--- src/rtl/core_mem_bridge_pkg.sv ---
// core_pkg: shared definitions for the core/memory load-store bridge.
//   - access size encodings SZ_B/SZ_H/SZ_W/SZ_D
//   - bridge FSM state enum
//   - misaligned(): alignment check of an access against its size
// No ports; imported by core_mem_bridge and mem_lane_align.
package core_pkg;

  localparam logic [1:0] SZ_B = 2'b00;
  localparam logic [1:0] SZ_H = 2'b01;
  localparam logic [1:0] SZ_W = 2'b10;
  localparam logic [1:0] SZ_D = 2'b11;

  typedef enum logic [2:0] {
    IDLE = 3'd0,
    REQ  = 3'd1,
    RESP = 3'd2,
    DONE = 3'd3,
    ERR  = 3'd4
  } state_t;

  // True when the low address bits are not a multiple of the access size.
  function automatic logic misaligned(input logic [2:0] addr_lsbs, input logic [1:0] size);
    logic mis;
    case (size)
      SZ_B:    mis = 1'b0;
      SZ_H:    mis = addr_lsbs[0];
      SZ_W:    mis = |addr_lsbs[1:0];
      SZ_D:    mis = |addr_lsbs[2:0];
      default: mis = 1'b1;
    endcase
    return mis;
  endfunction

endpackage

--- src/rtl/core_mem_bridge_if.sv ---
// core_mem_bridge_if: ready/valid memory bus between the bridge and memory.
// Parameters: ADDR_W address width, DATA_W data width (32 or 64).
// Signals:
//   mem_valid/mem_ready    request handshake
//   mem_we                 store qualifier
//   mem_addr               word-aligned address
//   mem_wdata/mem_wstrb    lane-replicated store data and byte enables
//   mem_rvalid/mem_rdata   load response
// Modports: master (bridge side), slave (memory side).
interface core_mem_bridge_if #(
  parameter int ADDR_W = 32,
  parameter int DATA_W = 32
);

  logic                  mem_valid;
  logic                  mem_ready;
  logic                  mem_we;
  logic [ADDR_W-1:0]     mem_addr;
  logic [DATA_W-1:0]     mem_wdata;
  logic [DATA_W/8-1:0]   mem_wstrb;
  logic                  mem_rvalid;
  logic [DATA_W-1:0]     mem_rdata;

  modport master (
    output mem_valid, mem_we, mem_addr, mem_wdata, mem_wstrb,
    input  mem_ready, mem_rvalid, mem_rdata
  );

  modport slave (
    input  mem_valid, mem_we, mem_addr, mem_wdata, mem_wstrb,
    output mem_ready, mem_rvalid, mem_rdata
  );

endinterface

--- src/rtl/mem_lane_align.sv ---
// mem_lane_align: purely combinational lane steering for the bridge.
// Ports:
//   size_i, unsigned_i, we_i, lane_i   access descriptor
//   wdata_i   right-aligned store data  -> wdata_o replicated into every lane
//   wstrb_o   byte enables (all ones for loads)
//   rdata_i   raw bus word              -> rdata_o lane extracted and extended
module mem_lane_align
  import core_pkg::*;
#(
  parameter int DATA_W = 32,
  parameter int LANE_W = $clog2(DATA_W/8)
) (
  input  logic [1:0]          size_i,
  input  logic                unsigned_i,
  input  logic                we_i,
  input  logic [LANE_W-1:0]   lane_i,
  input  logic [DATA_W-1:0]   wdata_i,
  input  logic [DATA_W-1:0]   rdata_i,
  output logic [DATA_W-1:0]   wdata_o,
  output logic [DATA_W/8-1:0] wstrb_o,
  output logic [DATA_W-1:0]   rdata_o
);

  localparam int NB = DATA_W/8;

  logic [DATA_W-1:0] shifted_s;
  logic              sign_s;
  int                nbytes_s;
  int                nbits_s;

  // Store side: replicate the low bytes of the store data across the bus
  // so that whichever lane is strobed carries the right bytes.
  always_comb begin
    wdata_o  = {DATA_W{1'b0}};
    wstrb_o  = {NB{1'b0}};
    nbytes_s = 1 << size_i;
    for (int i = 0; i < NB; i++) begin
      case (size_i)
        SZ_B:    wdata_o[8*i +: 8] = wdata_i[7:0];
        SZ_H:    wdata_o[8*i +: 8] = wdata_i[8*(i%2) +: 8];
        SZ_W:    wdata_o[8*i +: 8] = wdata_i[8*(i%4) +: 8];
        default: wdata_o[8*i +: 8] = wdata_i[8*i +: 8];
      endcase
      if (we_i) begin
        wstrb_o[i] = (i >= int'(lane_i)) && (i < int'(lane_i) + nbytes_s);
      end else begin
        wstrb_o[i] = 1'b1;
      end
    end
  end

  // Load side: move the addressed lane to bit 0, then extend above the access width.
  always_comb begin
    rdata_o   = {DATA_W{1'b0}};
    shifted_s = rdata_i >> {lane_i, 3'b000};
    nbits_s   = 8 << size_i;
    case (size_i)
      SZ_B:    sign_s = shifted_s[7];
      SZ_H:    sign_s = shifted_s[15];
      SZ_W:    sign_s = shifted_s[31];
      default: sign_s = shifted_s[DATA_W-1];
    endcase
    for (int i = 0; i < DATA_W; i++) begin
      if (i < nbits_s) begin
        rdata_o[i] = shifted_s[i];
      end else if (unsigned_i) begin
        rdata_o[i] = 1'b0;
      end else begin
        rdata_o[i] = sign_s;
      end
    end
  end

endmodule

--- src/rtl/core_mem_bridge.sv ---
// core_mem_bridge: registered load/store bridge from the multicycle core to a
// ready/valid memory bus. The request is latched when accepted in IDLE, so the
// core may drop its inputs; the core is stalled via core_busy until core_done.
// Ports:
//   clk, rst                   clock, synchronous active-high reset
//   core_req/we/size/unsigned/addr/wdata   core request
//   core_busy, core_done, core_err, core_rdata   core status / load result
//   mem                        core_mem_bridge_if.master bus port
// Optional build macro CORE_MEM_TIMEOUT_EN: response watchdog that ends a
// stuck access with core_err after TIMEOUT_CYCLES cycles in REQ/RESP.
module core_mem_bridge
  import core_pkg::*;
#(
  parameter int ADDR_W         = 32,
  parameter int DATA_W         = 32,
  parameter int TIMEOUT_CYCLES = 256
) (
  input  logic                clk,
  input  logic                rst,
  input  logic                core_req,
  input  logic                core_we,
  input  logic [1:0]          core_size,
  input  logic                core_unsigned,
  input  logic [ADDR_W-1:0]   core_addr,
  input  logic [DATA_W-1:0]   core_wdata,
  output logic                core_busy,
  output logic                core_done,
  output logic                core_err,
  output logic [DATA_W-1:0]   core_rdata,
  core_mem_bridge_if.master   mem
);

  localparam int NB     = DATA_W/8;
  localparam int LANE_W = $clog2(NB);

  if ((DATA_W != 32 && DATA_W != 64) || TIMEOUT_CYCLES < 2) begin : g_bad_params
    $error("core_mem_bridge: DATA_W must be 32 or 64 and TIMEOUT_CYCLES at least 2");
  end

  state_t              state_q, state_d;
  logic                busy_q, busy_d;
  logic                done_q, done_d;
  logic                err_q, err_d;
  logic [DATA_W-1:0]   rdata_q, rdata_d;
  logic                valid_q, valid_d;
  logic                we_q, we_d;
  logic [ADDR_W-1:0]   addr_q, addr_d;
  logic [DATA_W-1:0]   wdata_q, wdata_d;
  logic [NB-1:0]       wstrb_q, wstrb_d;
  logic [1:0]          size_q, size_d;
  logic                uns_q, uns_d;
  logic [LANE_W-1:0]   lane_q, lane_d;

  logic [1:0]          al_size;
  logic                al_uns;
  logic [LANE_W-1:0]   al_lane;
  logic [DATA_W-1:0]   al_wdata;
  logic [NB-1:0]       al_wstrb;
  logic [DATA_W-1:0]   al_rdata;
  logic                req_mis;
  logic                timeout;

  // In IDLE the aligner sees the live core request (store data is registered
  // on accept); afterwards it sees the latched descriptor for the load return.
  assign al_size = (state_q == IDLE) ? core_size              : size_q;
  assign al_uns  = (state_q == IDLE) ? core_unsigned          : uns_q;
  assign al_lane = (state_q == IDLE) ? core_addr[LANE_W-1:0]  : lane_q;

  mem_lane_align #(.DATA_W(DATA_W), .LANE_W(LANE_W)) u_align (
    .size_i     (al_size),
    .unsigned_i (al_uns),
    .we_i       (core_we),
    .lane_i     (al_lane),
    .wdata_i    (core_wdata),
    .rdata_i    (mem.mem_rdata),
    .wdata_o    (al_wdata),
    .wstrb_o    (al_wstrb),
    .rdata_o    (al_rdata)
  );

  // Double accesses only exist on a 64-bit bus.
  assign req_mis = misaligned(core_addr[2:0], core_size) ||
                   ((core_size == SZ_D) && (DATA_W != 64));

`ifdef CORE_MEM_TIMEOUT_EN
  localparam int CNT_W = $clog2(TIMEOUT_CYCLES);
  logic [CNT_W-1:0] cnt_q, cnt_d;

  assign timeout = (cnt_q == CNT_W'(TIMEOUT_CYCLES - 1));

  // Watchdog count: cleared on REQ entry, advancing in REQ and RESP.
  always_comb begin
    cnt_d = cnt_q;
    if ((state_d == REQ) && (state_q != REQ)) begin
      cnt_d = {CNT_W{1'b0}};
    end else if ((state_q == REQ) || (state_q == RESP)) begin
      cnt_d = cnt_q + CNT_W'(1);
    end else begin
      cnt_d = cnt_q;
    end
  end

  // Watchdog counter register.
  always_ff @(posedge clk) begin
    if (rst) begin
      cnt_q <= {CNT_W{1'b0}};
    end else begin
      cnt_q <= cnt_d;
    end
  end
`else
  assign timeout = 1'b0;
`endif

  // Next-state logic; outputs are derived from the next state so that every
  // output register lines up with the state it belongs to.
  always_comb begin
    state_d = state_q;
    rdata_d = rdata_q;
    we_d    = we_q;
    addr_d  = addr_q;
    wdata_d = wdata_q;
    wstrb_d = wstrb_q;
    size_d  = size_q;
    uns_d   = uns_q;
    lane_d  = lane_q;
    case (state_q)
      IDLE: begin
        if (core_req) begin
          we_d    = core_we;
          addr_d  = {core_addr[ADDR_W-1:LANE_W], {LANE_W{1'b0}}};
          wdata_d = al_wdata;
          wstrb_d = al_wstrb;
          size_d  = core_size;
          uns_d   = core_unsigned;
          lane_d  = core_addr[LANE_W-1:0];
          if (req_mis) begin
            state_d = ERR;
          end else begin
            state_d = REQ;
          end
        end else begin
          state_d = IDLE;
        end
      end
      REQ: begin
        if (mem.mem_ready) begin
          if (we_q) begin
            state_d = DONE;
          end else begin
            state_d = RESP;
          end
        end else if (timeout) begin
          state_d = ERR;
        end else begin
          state_d = REQ;
        end
      end
      RESP: begin
        if (mem.mem_rvalid) begin
          rdata_d = al_rdata;
          state_d = DONE;
        end else if (timeout) begin
          state_d = ERR;
        end else begin
          state_d = RESP;
        end
      end
      DONE:    state_d = IDLE;
      ERR:     state_d = IDLE;
      default: state_d = IDLE;
    endcase
    busy_d  = (state_d != IDLE);
    valid_d = (state_d == REQ);
    done_d  = (state_d == DONE) || (state_d == ERR);
    err_d   = (state_d == ERR);
  end

  // State and output registers.
  always_ff @(posedge clk) begin
    if (rst) begin
      state_q <= IDLE;
      busy_q  <= 1'b0;
      done_q  <= 1'b0;
      err_q   <= 1'b0;
      rdata_q <= {DATA_W{1'b0}};
      valid_q <= 1'b0;
      we_q    <= 1'b0;
      addr_q  <= {ADDR_W{1'b0}};
      wdata_q <= {DATA_W{1'b0}};
      wstrb_q <= {NB{1'b0}};
      size_q  <= 2'b00;
      uns_q   <= 1'b0;
      lane_q  <= {LANE_W{1'b0}};
    end else begin
      state_q <= state_d;
      busy_q  <= busy_d;
      done_q  <= done_d;
      err_q   <= err_d;
      rdata_q <= rdata_d;
      valid_q <= valid_d;
      we_q    <= we_d;
      addr_q  <= addr_d;
      wdata_q <= wdata_d;
      wstrb_q <= wstrb_d;
      size_q  <= size_d;
      uns_q   <= uns_d;
      lane_q  <= lane_d;
    end
  end

  assign core_busy     = busy_q;
  assign core_done     = done_q;
  assign core_err      = err_q;
  assign core_rdata    = rdata_q;
  assign mem.mem_valid = valid_q;
  assign mem.mem_we    = we_q;
  assign mem.mem_addr  = addr_q;
  assign mem.mem_wdata = wdata_q;
  assign mem.mem_wstrb = wstrb_q;

endmodule

--- src/flat_wrapper.sv ---
// flat-port wrapper written by rule: the top's interface ports become plain ports
module core_mem_bridge_flat import core_pkg::*;
#(
  parameter int ADDR_W         = 32,
  parameter int DATA_W         = 32,
  parameter int TIMEOUT_CYCLES = 256
)
  (clk, rst, core_req, core_we, core_size, core_unsigned, core_addr, core_wdata, core_busy, core_done, core_err, core_rdata, mem_mem_valid, mem_mem_we, mem_mem_addr, mem_mem_wdata, mem_mem_wstrb, mem_mem_ready, mem_mem_rvalid, mem_mem_rdata);
  core_mem_bridge_if #(.ADDR_W(ADDR_W), .DATA_W(DATA_W)) mem_i ();
  input  logic clk;
  input  logic rst;
  input  logic core_req;
  input  logic core_we;
  input  logic [1:0] core_size;
  input  logic core_unsigned;
  input  logic [ADDR_W-1:0] core_addr;
  input  logic [DATA_W-1:0] core_wdata;
  output logic core_busy;
  output logic core_done;
  output logic core_err;
  output logic [DATA_W-1:0] core_rdata;
  output wire logic [$bits(mem_i.mem_valid)-1:0] mem_mem_valid;
  output wire logic [$bits(mem_i.mem_we)-1:0] mem_mem_we;
  output wire logic [$bits(mem_i.mem_addr)-1:0] mem_mem_addr;
  output wire logic [$bits(mem_i.mem_wdata)-1:0] mem_mem_wdata;
  output wire logic [$bits(mem_i.mem_wstrb)-1:0] mem_mem_wstrb;
  input wire logic [$bits(mem_i.mem_ready)-1:0] mem_mem_ready;
  input wire logic [$bits(mem_i.mem_rvalid)-1:0] mem_mem_rvalid;
  input wire logic [$bits(mem_i.mem_rdata)-1:0] mem_mem_rdata;
  assign mem_mem_valid = mem_i.mem_valid;
  assign mem_mem_we = mem_i.mem_we;
  assign mem_mem_addr = mem_i.mem_addr;
  assign mem_mem_wdata = mem_i.mem_wdata;
  assign mem_mem_wstrb = mem_i.mem_wstrb;
  assign mem_i.mem_ready = mem_mem_ready;
  assign mem_i.mem_rvalid = mem_mem_rvalid;
  assign mem_i.mem_rdata = mem_mem_rdata;
  core_mem_bridge #(.ADDR_W(ADDR_W), .DATA_W(DATA_W), .TIMEOUT_CYCLES(TIMEOUT_CYCLES)) u_core (.clk(clk), .rst(rst), .core_req(core_req), .core_we(core_we), .core_size(core_size), .core_unsigned(core_unsigned), .core_addr(core_addr), .core_wdata(core_wdata), .core_busy(core_busy), .core_done(core_done), .core_err(core_err), .core_rdata(core_rdata), .mem(mem_i));
endmodule
--- config.mk ---
export PLATFORM = sky130hd
export DESIGN_NAME = core_mem_bridge_flat
export DESIGN_NICKNAME = d
export VERILOG_FILES = /design/src/rtl/core_mem_bridge_pkg.sv /design/src/rtl/core_mem_bridge_if.sv /design/src/rtl/mem_lane_align.sv /design/src/rtl/core_mem_bridge.sv /design/src/flat_wrapper.sv
export SDC_FILE = /design/constraint.sdc
export NUM_CORES = 1
export LEC_CHECK = 0
export ABC_CLOCK_PERIOD_IN_PS = 3100
export CORE_MARGIN = 1
export CORE_UTILIZATION = 35
export DETAILED_ROUTE_END_ITERATION = 8
export GPL_ROUTABILITY_DRIVEN = 0
export PLACE_DENSITY_LB_ADDON = 0.12
export SETUP_SLACK_MARGIN = 0.02
export SLEW_MARGIN = 20
export SYNTH_ARGS = -nofsm -noshare
export SYNTH_HDL_FRONTEND = slang
export SYNTH_HIERARCHICAL = 1
export SYNTH_SLANG_ARGS = --single-unit
--- constraint.sdc ---
create_clock -name clk -period 3.1 [get_ports clk]
set_input_delay 0.62 -clock clk [delete_from_list [all_inputs] [get_ports clk]]
set_output_delay 0.62 -clock clk [all_outputs]
set_load 0.005 [all_outputs]
==> results.yml, run 1 <==
run_status:
  outcome: "finished with violations"
  violations: "design-rule violations"
grt:
  grtUsageTotal_pct: 20.0
  grt_pass1_vias: 4916
  grt.overflow.total: 0
  grt_pass1_wl_um: 25000
  antenna_found_initial: 0
  grt_max_degree: 56
logic_synthesis:
  synthCells: 674
  yosys.area.top_type: "dfxtp_1"
  ys.flop_type: "dfxtp_1"
  synth.top_cell.area_share_pct: 42.0
  synth-seq-area-share_pct: 42.0
  synth.top_cells.by_area: "dfxtp_1, nand2_1, a21oi_1, mux2_2, mux2i_1"
  synthesis.area_sq_mm: 0.00529
  syn_area_per_cell_sq_um: 7.85
  synth_edf_count: 0
  yosysWarnings: 6
  ys_ff_latch: 111
  ys_async_sr_fraction_pct: 0
  ys_types: 41
worst_setup_path:
  cp_slowest_stage_delay_ps: 770
  cp_cell_sequence: "nor3_2 > mux2_2 > buf_4 > nand2_1 > o21ai_1 > o21ai_0 > nand2_1 > a21oi_1"
  cp-start-kind: "flip-flop"
  r2r_end: "u_core/core_rdata[25]$_SDFFE_PP0P_"
  reg2reg_slack_ps: 400
  worst-path-max-fanout: 16
  crit_required_ps: 3310
  cp_num_buf_inv: 1
  r2r_start: "u_core/state_q[1]$_SDFF_PP0_"
  critPathMostFrequentCell: "nand2_1"
  critPathTopFamily: "compound AO/OA/AOI/OAI gates"
  cp_slowest_cell: "o21ai_1"
  crit_path_end_kind: "flip-flop"
  worstSetupPathType: "flip-flop to flip-flop"
  reg2reg_depth: 8
  worstPathArrival_ps: 2920
power_and_ir_drop:
  power_density_mw_per_mm2: 491
  finalPower_mw: 3.74
  ir_drop_mv: 0.283
  leakagePower_nw: 2.77
detailed_routing:
  routedWlPerCell_um: 15.1
  viasPerCell: 4.94
  dr.pass1.iters: 8
  ant_nets: 0
  routed_wl_um: 15600
  drc: 16
  num_vias: 5102
  dr.first_iter.drc_count: 271
finish:
  fin_nets: 951
  syn_to_final_growth_pct: 43.8
  fin_util_pct: 51.9
  diodes: 0
  drive_gt1_share_pct: 8.48
placement:
  dp_hpwl_um: 11300
  portBuffers: 207
timing:
  rsz0062_at_grt: "false"
  post-route-period-util_pct: 87.2
  fmax_mhz: 370
  slew_viol_final: 0
  hold_viol_final: 0
  period_needed_ps: 2700
  setup_tns_ps: 0
  relSlewSlack_pct: 33.7
  setup_viol: 0
  tightest_slew_ps: 988
  skew_ps: 6.25
min_path:
  hold_path_startpoint: "u_core/mem.mem_addr[28]$_SDFFE_PP0P_"
  whs_path_depth: 2
  hp-class: "flip-flop to flip-flop"
  whs_endpoint: "u_core/mem.mem_addr[28]$_SDFFE_PP0P_"
floorplanning:
  initial_core_util_pct: 36.1
  die_h_um: 125
  dieArea_sq_mm: 0.0156
  fp.dieW_um: 125
  rows: 44
  io_pins: 210
  core-area_sq_mm: 0.0146
clock_network:
  h-tree-depth: 3
  clk_pin_slew_ps: 70
  ctsHoldBuffers: 0
  cts_tree: "yes"
  clock-root-buffer: "clkbuf_16"
  clkSinkCount: 111
  post_cts_resized: 0
  ctsLongestPathBuffers: 2
  post_cts_buffers: 0
  insertion_delay_ps: 350
  numCtsBuffers: 9
run:
  cap_violations: 0
[registers in the layout, summed over array words and instances, names as in the netlist, 2 cells and up]
name	cells
u_core/mem.mem_wstrb	4
u_core/state_q	3
u_core/core_rdata	32
u_core/size_q	2
u_core/lane_q	2
u_core/mem.mem_wdata	32
u_core/mem.mem_addr	30
[cell usage after synthesis (2+ instances only)]
cell type and instances:
inv_1 3, o22ai_1 8, o21ai_1 3, nand2_1 227
buf_2 16, a21o_1 3, or2_2 9, buf_6 13
nor3_2 2, clkbuf_1 20, nor2_1 5, ha_1 2
a211oi_1 7, nand2b_1 4, nand3_1 2, mux2_2 22
mux2i_1 24, o21ai_0 17, dfxtp_1 111, a21oi_1 129
nor2b_1 12, buf_4 12, and3_1 2, mux2_4 2
xnor2_1 2, o31ai_1 2
[power by group]
part	internal, mW	leakage [nW]	switching [mW]
Sequential	1.52	0.907	0.0489
Clock	0.630	0.147	0.544
Combinational	0.510	1.72	0.487
[area by class of cell]
cell class | instances | area (sq um)
inverters | 4 | 15.0
well taps | 184 | 230
flip-flops and latches | 111 | 2220
clock inverters | 7 | 72.6
multi-input cells | 498 | 2660
fillers | 1409 | 7040
repair buffers | 220 | 2180
clock buffers | 9 | 225
[through the flow]
stage / area [sq um] / hold WS [ps] / cells / setup slack, ps
3_3_place_gp: 7310 / 441 / 1017 / 204
5_1_grt: 7610 / 477 / 1033 / 123
3_5_place_dp: 7310 / 446 / 1017 / 136
6_report: 7610 / 454 / 1033 / 396
4_1_cts: 7610 / 457 / 1033 / 393
2_1_floorplan: 5290 / 434 / 675 / 402
[worst register-to-register path: cells and delay by family (launching register included)]
kind	cells	cell delay (ps)
DFF	1	380
AOI/OAI and AO/OA	3	1060
muxes	1	250
buffers and inverters	1	240
and+or+nand+nor	3	630
[layer usage]
layer	vias up	wire length (um)	GRT usage [%]
met4	0	298	7.89
met2	141	7430	34.4
met5	-	0	0
li1	2579	-	-
met1	2364	6840	23.8
met3	18	1080	5.39
[worst max path at each step]
stage               depth (start not counted)  slack, ps                         start                              endpoint
floorplan                                  13        400  u_core/state_q[1]$_SDFF_PP0_  u_core/mem.mem_wstrb[2]$_SDFFE_PP0P_
global placement                            8        200                  core_size[0]    u_core/core_rdata[24]$_SDFFE_PP0P_
detailed placement                          8        140                  core_size[0]    u_core/core_rdata[25]$_SDFFE_PP0P_
CTS                                         8        390  u_core/state_q[1]$_SDFF_PP0_    u_core/core_rdata[21]$_SDFFE_PP0P_
global route                                8        120  u_core/state_q[1]$_SDFF_PP0_    u_core/core_rdata[21]$_SDFFE_PP0P_
finish                                      8        400  u_core/state_q[1]$_SDFF_PP0_    u_core/core_rdata[25]$_SDFFE_PP0P_
[placed cells by master, fill, tap and decap left out, types with 4 or more instances in the layout]
master	instances
nand2_1	227
or2_2	9
nor2_1	5
a21oi_1	129
mux2_2	22
dfxtp_1	111
mux2i_1	24
nand2b_1	4
o21ai_0	17
nor2b_1	12
clkbuf_16	9
o22ai_1	8
clkdlybuf4s50_1	206
buf_4	13
a211oi_1	7
[cells by family after synthesis]
group                      after synthesis  share of synthesized area [%]
and+or+nand+nor                        268                           21.1
AOI/OAI and AO/OA                      176                           18.5
DFF                                    111                           42.0
buffers and inverters                   66                           7.76
muxes                                   48                           9.79
adders and majority gates                2                          0.473
xor gates and xnor gates                 2                          0.331
other                                    1                         0.0709
No activity file was read; power rests on OpenSTA's default activity.
==> inputs of run 2 (changes only) <==
--- a/config.mk
+++ b/config.mk
@@ -12,7 +12,7 @@
 export GPL_ROUTABILITY_DRIVEN = 0
 export PLACE_DENSITY_LB_ADDON = 0.12
 export SETUP_SLACK_MARGIN = 0.02
-export SLEW_MARGIN = 20
+export SLEW_MARGIN = 40
 export SYNTH_ARGS = -nofsm -noshare
 export SYNTH_HDL_FRONTEND = slang
 export SYNTH_HIERARCHICAL = 1
==> results.yml, run 2 (synthesis gave the netlist of run 1 again) <==
clock_network:
  insertion_delay_ps: 350
  cts_tree: "yes"
  post_cts_resized: 0
  clk_pin_slew_ps: 80
  ctsHoldBuffers: 0
  ctsLongestPathBuffers: 2
  clock-root-buffer: "clkbuf_16"
  post_cts_buffers: 0
  h-tree-depth: 3
  numCtsBuffers: 9
  clkSinkCount: 111
floorplanning:
  fp.dieW_um: 125
  dieArea_sq_mm: 0.0156
  die_h_um: 125
  io_pins: 210
  rows: 44
  initial_core_util_pct: 36.1
  core-area_sq_mm: 0.0146
placement:
  place_inst: 1017
  portBuffers: 207
  dp_hpwl_um: 11400
grt:
  grtUsageTotal_pct: 20.1
  antenna_found_initial: 0
  grt_pass1_vias: 4832
  grt.overflow.total: 0
  grt_pass1_wl_um: 25100
  grt_max_degree: 56
timing:
  worst_hold_slack_ps: 454
  setup_tns_ps: 0
  hold_viol_final: 0
  skew_ps: 9.08
  rsz0062_at_grt: "false"
  relSlewSlack_pct: 59.7
  fmax_mhz: 376
  slew_viol_final: 0
  setup_viol: 0
  post-route-period-util_pct: 85.9
  tightest_slew_ps: 604
  period_needed_ps: 2660
finish:
  regArea_sq_mm: 0.00222
  nFillCells: 1425
  final_common_cell: "nand2_1"
  fin_nets: 951
  multi_input_area_sq_mm: 0.00267
  syn_to_final_growth_pct: 43.8
  stdcell_count: 1033
  mostFrequentLayoutCells: "nand2_1, clkdlybuf4s50_1, a21oi_1, dfxtp_1, mux2i_1"
  drive_gt1_share_pct: 8.60
  diodes: 0
  fin_util_pct: 52.0
detailed_routing:
  routed_wl_um: 15600
  ant_nets: 0
  viasPerCell: 4.93
  num_vias: 5097
  dr.pass1.iters: 8
  dr.first_iter.drc_count: 307
  drc: 17
  routedWlPerCell_um: 15.1
power_and_ir_drop:
  leakagePower_nw: 2.77
  ir_drop_mv: 0.309
  power_density_mw_per_mm2: 490
worst_setup_path:
  crit_required_ps: 3310
  r2r_start: "u_core/state_q[1]$_SDFF_PP0_"
  cp-start-kind: "flip-flop"
  crit_path_end_kind: "flip-flop"
  worstSetupPathType: "flip-flop to flip-flop"
  cp_cell_sequence: "nor3_2 > mux2_2 > or2_2 > inv_2 > ha_1 > ha_1 > a21boi_0 > a21o_1 > a32oi_1 > nand2_1 > a21oi_1"
  worst-path-max-fanout: 7
  reg2reg_depth: 11
  worstPathArrival_ps: 2870
  critPathMostFrequentCell: "ha_1"
  critPathTopFamily: "simple AND/OR/NAND/NOR gates"
  cp_slowest_cell: "nor3_2"
  r2r_end: "u_core/mem.mem_wstrb[1]$_SDFFE_PP0P_"
  cp_num_buf_inv: 1
  reg2reg_slack_ps: 440
  cp_slowest_stage_delay_ps: 420
run_status:
  violations: "design-rule violations"
  outcome: "finished with violations"
min_path:
  whs_endpoint: "u_core/mem.mem_addr[28]$_SDFFE_PP0P_"
  hp-class: "flip-flop to flip-flop"
  whs_path_depth: 2
  hold_path_startpoint: "u_core/mem.mem_addr[28]$_SDFFE_PP0P_"
run:
  cap_violations: 0
-- run 2: worst max-delay path by stage --
stage	from	depth (start not counted)	to
after global placement	core_size[0]	8	u_core/core_rdata[24]$_SDFFE_PP0P_
after detailed placement	core_size[1]	11	u_core/mem.mem_wstrb[2]$_SDFFE_PP0P_
after CTS	u_core/state_q[1]$_SDFF_PP0_	11	u_core/mem.mem_wstrb[2]$_SDFFE_PP0P_
final	u_core/state_q[1]$_SDFF_PP0_	11	u_core/mem.mem_wstrb[1]$_SDFFE_PP0P_
after global routing	u_core/state_q[1]$_SDFF_PP0_	11	u_core/mem.mem_wstrb[1]$_SDFFE_PP0P_
after floorplan	u_core/state_q[1]$_SDFF_PP0_	13	u_core/mem.mem_wstrb[2]$_SDFFE_PP0P_
-- run 2: per-stage QoR --
step           cell area, sq um  setup WS, ps  power, mW
2_1_floorplan              5290           402       2.20
3_3_place_gp               7310           204       2.58
3_5_place_dp               7310           261       2.59
4_1_cts                    7610           421       3.78
5_1_grt                    7610           163       3.95
6_report                   7610           437       3.73
-- run 2: worst reg2reg max path, delay by kind of cell (launching register included) --
kind                     cells  cell delay, ps
buffers and inverters        1              60
multiplexers                 1             410
AO/OA/AOI/OAI                4             500
adder cells (fa/ha/maj)      2             350
flip-flops                   1             380
AND/OR/NAND/NOR              3             830
-- run 2: layer usage --
| layer | vias up | GRT usage, % | wire length, um |
|---|---|---|---|
| li1 | 2579 | - | - |
| met4 | 0 | 6.89 | 220 |
| met2 | 142 | 34.1 | 7600 |
| met3 | 14 | 5.73 | 1130 |
| met1 | 2362 | 24.4 | 6680 |
| met5 | - | 0 | 0 |
-- run 2: power breakdown --
part | total (mW) | leakage, nW | internal [mW] | switching (mW)
sequential | 1.57 | 0.907 | 1.52 | 0.0478
combinational | 0.996 | 1.72 | 0.510 | 0.485
clock | 1.17 | 0.146 | 0.629 | 0.537
-- run 2: cell type report --
class	instances	area share [%]
multi-input combinational	498	35.0
tap	184	3.03
inverter	4	0.197
timing repair buffer	220	28.6
clock buffer	9	2.96
clock inverter	7	0.921
sequential	111	29.2
